<file path="config.mk">
export PLATFORM = sky130hd
export DESIGN_NAME = lut_config_loader
export DESIGN_NICKNAME = d
export VERILOG_FILES = /design/src/rtl/lut_cfg_pkg.sv /design/src/rtl/lut_config_loader_shift_accum.sv /design/src/rtl/lut_config_loader.sv
export SDC_FILE = /design/constraint.sdc
export NUM_CORES = 1
export LEC_CHECK = 0
export ABC_CLOCK_PERIOD_IN_PS = 4900
export BUFFER_PORTS_ARGS = -buffer_cell sky130_fd_sc_hd__clkbuf_2
export CAP_MARGIN = 20
export CORE_ASPECT_RATIO = 0.6
export CORE_MARGIN = 10
export CORE_UTILIZATION = 30
export DETAILED_ROUTE_END_ITERATION = 10
export PLACE_DENSITY = 0.57
export RECOVER_POWER = 25
export SLEW_MARGIN = 20
export SYNTH_ARGS = -nofsm -noshare
export SYNTH_HDL_FRONTEND = slang
export SYNTH_SLANG_ARGS = --single-unit
</file>
<file path="constraint.sdc">
create_clock -name config_clk -period 4.9 [get_ports config_clk]
set_input_delay 0 -clock config_clk [delete_from_list [all_inputs] [get_ports config_clk]]
set_output_delay 0 -clock config_clk [all_outputs]
set_load 0.01 [all_outputs]
</file>
<file path="src/rtl/lut_cfg_pkg.sv">
// Shared definitions for the split-LUT configuration loader.
//   cfg_w(inputs)          : config bits per cell (two cascaded LUT halves)
//   nbeats(inputs, data_w) : data beats per frame, checksum beat excluded
//   state_t                : loader FSM encoding
package lut_cfg_pkg;

  typedef enum logic [1:0] {
    IDLE  = 2'd0,
    SHIFT = 2'd1,
    LOAD  = 2'd2,
    ERR   = 2'd3
  } state_t;

  function automatic int cfg_w(input int inputs);
    return 2 * (1 << inputs);
  endfunction

  function automatic int nbeats(input int inputs, input int data_w);
    return cfg_w(inputs) / data_w;
  endfunction

endpackage

</file>
<file path="src/rtl/lut_config_loader_shift_accum.sv">
// Shadow assembly register, XOR accumulator and beat counter for one frame.
//   config_clk, config_rst : clock, async active-high reset
//   first                  : load the first beat of a frame (restarts everything)
//   shift                  : place the next beat below the previous ones
//   data                   : beat payload
//   shadow                 : config word being assembled, MSB-first
//   acc                    : running XOR of the data beats seen so far
//   count                  : data beats taken in this frame
module cfg_shift_accum
  import lut_cfg_pkg::*;
#(
  parameter int CFG_W  = cfg_w(4),
  parameter int DATA_W = 8,
  parameter int CNT_W  = 3
) (
  input  logic              config_clk,
  input  logic              config_rst,
  input  logic              first,
  input  logic              shift,
  input  logic [DATA_W-1:0] data,
  output logic [CFG_W-1:0]  shadow,
  output logic [DATA_W-1:0] acc,
  output logic [CNT_W-1:0]  count
);

  // Beat aligned to the top slot; shifting it right by count slots lands it
  // directly below the beats already taken. The first beat overwrites the
  // whole register, so the OR in the shift path never sees stale bits.
  logic [CFG_W-1:0] beat_top;
  assign beat_top = CFG_W'(data) << (CFG_W - DATA_W);

  always_ff @(posedge config_clk or posedge config_rst) begin
    if (config_rst) begin
      shadow <= '0;
      acc    <= '0;
      count  <= '0;
    end else if (first) begin
      shadow <= beat_top;
      acc    <= data;
      count  <= CNT_W'(1);
    end else if (shift) begin
      shadow <= shadow | (beat_top >> (int'(count) * DATA_W));
      acc    <= acc ^ data;
      count  <= count + 1'b1;
    end
  end

endmodule

</file>
<file path="src/rtl/lut_config_loader.sv">
// Chunked bitstream loader for a split-LUT cell. Assembles a full config word
// in a shadow register, checks the frame XOR checksum and only then presents
// the word with a one-cycle load strobe, so the cell never sees a partial or
// corrupt word.
//   config_clk, config_rst : clock, async active-high reset
//   bs_valid/bs_ready      : beat handshake, accept on both high at a rising edge
//   bs_data, bs_last       : beat payload, checksum-beat marker
//   config_in, config_en   : config word to the cell, one-cycle load strobe
//   cfg_done, cfg_err      : sticky outcome of the last frame
//
// state | meaning
// IDLE  | waiting for the first beat of a frame
// SHIFT | taking data beats, then the checksum beat
// LOAD  | config_en high for one cycle, beats held off
// ERR   | frame too long; discarding beats until bs_last
module lut_config_loader
  import lut_cfg_pkg::*;
#(
  parameter int INPUTS   = 4,
  parameter int MEM_SIZE = 1 << INPUTS,
  parameter int DATA_W   = 8
) (
  input  logic                  config_clk,
  input  logic                  config_rst,
  input  logic                  bs_valid,
  output logic                  bs_ready,
  input  logic [DATA_W-1:0]     bs_data,
  input  logic                  bs_last,
  output logic [2*MEM_SIZE-1:0] config_in,
  output logic                  config_en,
  output logic                  cfg_done,
  output logic                  cfg_err
);

  localparam int CFG_W  = cfg_w(INPUTS);
  localparam int NBEATS = nbeats(INPUTS, DATA_W);
  localparam int CNT_W  = $clog2(NBEATS + 1);

  generate
    if (CFG_W % DATA_W != 0) begin : g_bad_data_w
      $error("lut_config_loader: DATA_W must divide 2*MEM_SIZE");
    end
    if (MEM_SIZE != (1 << INPUTS)) begin : g_bad_mem_size
      $error("lut_config_loader: MEM_SIZE must equal 1<<INPUTS");
    end
  endgenerate

  state_t             state, state_next;
  logic [CFG_W-1:0]   shadow;
  logic [DATA_W-1:0]  acc;
  logic [CNT_W-1:0]   count;
  logic               accept, at_end;
  logic               first, shift, take, set_err, clr_flags, set_done;

  assign accept = bs_valid && bs_ready;
  assign at_end = (count == CNT_W'(NBEATS));

  cfg_shift_accum #(
    .CFG_W  (CFG_W),
    .DATA_W (DATA_W),
    .CNT_W  (CNT_W)
  ) u_shift_accum (
    .config_clk (config_clk),
    .config_rst (config_rst),
    .first      (first),
    .shift      (shift),
    .data       (bs_data),
    .shadow     (shadow),
    .acc        (acc),
    .count      (count)
  );

  always_comb begin
    state_next = state;
    first      = 1'b0;
    shift      = 1'b0;
    take       = 1'b0;
    set_err    = 1'b0;
    clr_flags  = 1'b0;
    set_done   = 1'b0;
    case (state)
      IDLE: begin
        if (accept) begin
          clr_flags = 1'b1;
          first     = 1'b1;
          // a frame that ends on its first beat has no room for a checksum
          if (bs_last) set_err = 1'b1;
          else         state_next = SHIFT;
        end
      end
      SHIFT: begin
        if (accept) begin
          if (at_end) begin
            if (bs_last && (bs_data == acc)) begin
              take       = 1'b1;
              state_next = LOAD;
            end else if (bs_last) begin
              set_err    = 1'b1;
              state_next = IDLE;
            end else begin
              set_err    = 1'b1;
              state_next = ERR;
            end
          end else if (bs_last) begin
            set_err    = 1'b1;
            state_next = IDLE;
          end else begin
            shift = 1'b1;
          end
        end
      end
      LOAD: begin
        set_done   = 1'b1;
        state_next = IDLE;
      end
      ERR: begin
        if (accept && bs_last) state_next = IDLE;
      end
      default: state_next = IDLE;
    endcase
  end

  // bs_ready and config_en are registered from the next state, so they are
  // glitch-free and both low while reset is held.
  always_ff @(posedge config_clk or posedge config_rst) begin
    if (config_rst) begin
      state     <= IDLE;
      bs_ready  <= 1'b0;
      config_en <= 1'b0;
      config_in <= '0;
      cfg_done  <= 1'b0;
      cfg_err   <= 1'b0;
    end else begin
      state     <= state_next;
      bs_ready  <= (state_next != LOAD);
      config_en <= (state_next == LOAD);
      if (take) config_in <= shadow;
      if (clr_flags)     cfg_done <= 1'b0;
      else if (set_done) cfg_done <= 1'b1;
      // a single-beat frame clears and re-flags in the same cycle
      if (set_err)        cfg_err <= 1'b1;
      else if (clr_flags) cfg_err <= 1'b0;
    end
  end

endmodule

</file>
==> impl_metrics.tcl <==
set metrics [dict create \
    wirelength_mm 8.28 \
    grt_pass1_vias 2379 \
    ys.flop_type "dfrtp_1" \
    synth_top_family_by_area "multiplexers" \
    synth-compound-area-share_pct 10.3 \
    placed_area_sq_mm 0.00388 \
    syn_area_sq_mm 0.00348 \
    synthSimpleGateAreaFrac_pct 10.4 \
    die_w_um 159 \
    grt_first_pass_wirelength_mm 13.5 \
    r2r_setup_slack_ns 2.67 \
    yosys_warnings 0 \
    drive_gt1_share_pct 22.0 \
    async_reset_ff_share_pct 100 \
    die-area_sq_mm 0.0164 \
    r2r_cells 7 \
    whs_endpoint "u_shift_accum.shadow[30]" \
    hold_class "input pin to flip-flop" \
    path_class "flip-flop to flip-flop" \
    clk_pin_slew_worst_paths_ns 0.06 \
    slew_violations 0 \
    min_period_over_period_pct 45.6 \
    cts_buffers 9 \
    whs_path_depth 2 \
    worst_pin_slew_ns 1.05 \
    rsz0062_at_grt "no" \
    syn_nets 294 \
    crit_fanout 32 \
    grt_max_degree 82 \
    setup_tns_ns 0 \
    cts_setup_buffers 0 \
    synthAdderAreaFrac_pct 0.719 \
    fmax_ghz 0.448 \
    timing.rr.end "config_in[2]" \
    coreArea_sq_mm 0.0113 \
    clockRootBuffer "clkbuf_16" \
    post-dp-hpwl_mm 5.74 \
    end_kind "flip-flop" \
    io_pins 48 \
    grt_overflow_total 0 \
    final_cell_area_sq_mm 0.00423 \
    ctsHoldBuffers 3 \
    antenna_cells 0 \
    postSynthAreaPerCell_sq_um 12.4 \
    dp_cells 476 \
    ys_types 37 \
    max_slew_margin_pct 29.2 \
    drt-initial-drc-count 153 \
    synthMuxAreaShare_pct 15.6 \
    vias 2334 \
    ys_ff_latch 81 \
    cts.sinks 81 \
    routedWlPerCell_um 16.7 \
    final_nets 345 \
    irDropWorstVdd_mv 0.192 \
    io_buffers 47 \
    leakagePower_nw 2.03 \
    insertion_delay_ns 0.34 \
    globalplace.congestion 0.759 \
    dr.pass1.iters 4 \
    postCtsResizedCells 0 \
    cp-start-kind "flip-flop" \
    setup_viol 0 \
    min_from "bs_data[6]" \
    status "finished clean" \
    drc 0 \
    num_rows 30 \
    track_usage_pct 10.4 \
    synthCells 280 \
    power.density_mw_per_mm2 423 \
    fin_cells 496 \
    ant_nets 0 \
    syn_to_final_growth_pct 21.5 \
    synth_xor_area_share_pct 1.76 \
    skew_ns 0.00575 \
    initial_core_util_pct 30.8 \
    arrival_ns 2.46 \
    maxCapViolCount 0 \
    yosysSeqAreaShare_pct 58.3 \
    cts_max_path_buffers 2 \
    htreeDepth 3 \
    min_period_ns 2.23 \
    crit_required_ns 5.12 \
    die_h_um 103 \
    synth_edf_count 0 \
    avgViaCountPerCell 4.71 \
    antenna_found_initial 0 \
    regToRegStartpoint "u_shift_accum.count[1]" \
    hold_viol_final 0 \
    cts_tree "done" \
    power_mw 1.79 \
]
==> critical path: stages (launching register included) <==
cell     delay [ns]
dfrtp_1        0.45
inv_1          0.13
ha_1           0.18
nand4_1        0.18
nor4_2         0.32
nand4_2        0.12
buf_4          0.34
mux2_4         0.37
==> how the worst max path moves through the flow <==
stage,start,to,slack [ns],depth (start not counted)
floorplan,config_rst,bs_ready,2.82,1
global placement,u_shift_accum.count[1],config_in[6],2.77,7
detailed placement,u_shift_accum.count[1],config_in[21],2.70,7
CTS,u_shift_accum.count[1],config_in[2],2.68,7
global route,u_shift_accum.count[1],config_in[3],2.52,7
finish,u_shift_accum.count[1],config_in[2],2.67,7
==> cells by family (layout without fill, tap and decap cells) <==
family / Yosys count / after routing
buffers and inverters: 21 / 77
AND/OR/NAND/NOR: 68 / 68
AO/OA/AOI/OAI: 62 / 62
multiplexers: 39 / 39
adder cells (fa/ha/maj): 2 / 2
flip-flops: 81 / 81
XOR/XNOR: 7 / 7
==> through the flow <==
step | worst slack [ns] | hold slack, ns | util (%)
after global placement | 2.77 | 0.313 | 34.3
final | 2.67 | 0.0309 | 37.4
after detailed placement | 2.70 | 0.329 | 34.3
after global routing | 2.52 | 0.0254 | 37.4
after floorplan | 2.82 | 0.103 | -
after CTS | 2.68 | 0.00887 | 37.7
==> cell usage after synthesis (all sizes together) (5+ instances only) <==
master	number	share of area [%]
dfrtp	81	58
a21oi	42	6.0
mux2	32	14
nor2	28	3.0
nand2	11	1.2
clkbuf	9	0.97
a22o	8	2.0
mux2i	7	2.0
buf	6	1.4
inv	6	0.65
nor3	6	0.86
xor2	6	1.5
nand4	5	1.1
==> registers in the layout, indices dropped and copies added (netlist names) <==
signal,cells
cfg_done,1
u_shift_accum.count,3
bs_ready,1
u_shift_accum.shadow,32
u_shift_accum.acc,8
config_en,1
cfg_err,1
state,2
config_in,32
==> cells in the final DEF (no fill, tap or decap), types with 2 or more instances in the layout <==
master	count
dlygate4sd3_1	4
mux2_2	2
bufinv_16	3
buf_4	3
nand4_1	4
o21ai_0	4
nor2_1	28
or2_2	3
nand2b_1	3
nand2_1	11
and3_1	2
a22o_1	8
xor2_1	6
inv_6	2
nor4_2	2
a21oi_1	42
a31oi_1	4
clkbuf_2	12
ha_1	2
clkbuf_16	9
mux2i_1	7
clkbuf_1	35
inv_1	5
nor3_1	6
mux2_4	30
dfrtp_1	81
==> area by class of cell <==
cell class	count	area [sq um]
clock inverter	7	124
sequential	81	2030
clock buffer	9	225
inverter	6	23.8
timing repair buffer	55	265
fill	1097	7070
multi-input combinational	178	1360
tap	160	200
==> per-layer routing <==
layer	wire length [um]	global-route usage, %
met2	3330	14.4
met3	502	4.27
met5	0	0
met4	57	1.91
met1	4390	14.9
==> where the power goes <==
group	leakage [nW]	total [mW]	internal, mW	switching (mW)
logic	0.779	0.206	0.0847	0.121
registers	1.08	0.804	0.740	0.0634
clock network	0.172	0.779	0.504	0.276
(Power assumes the default switching activity.)
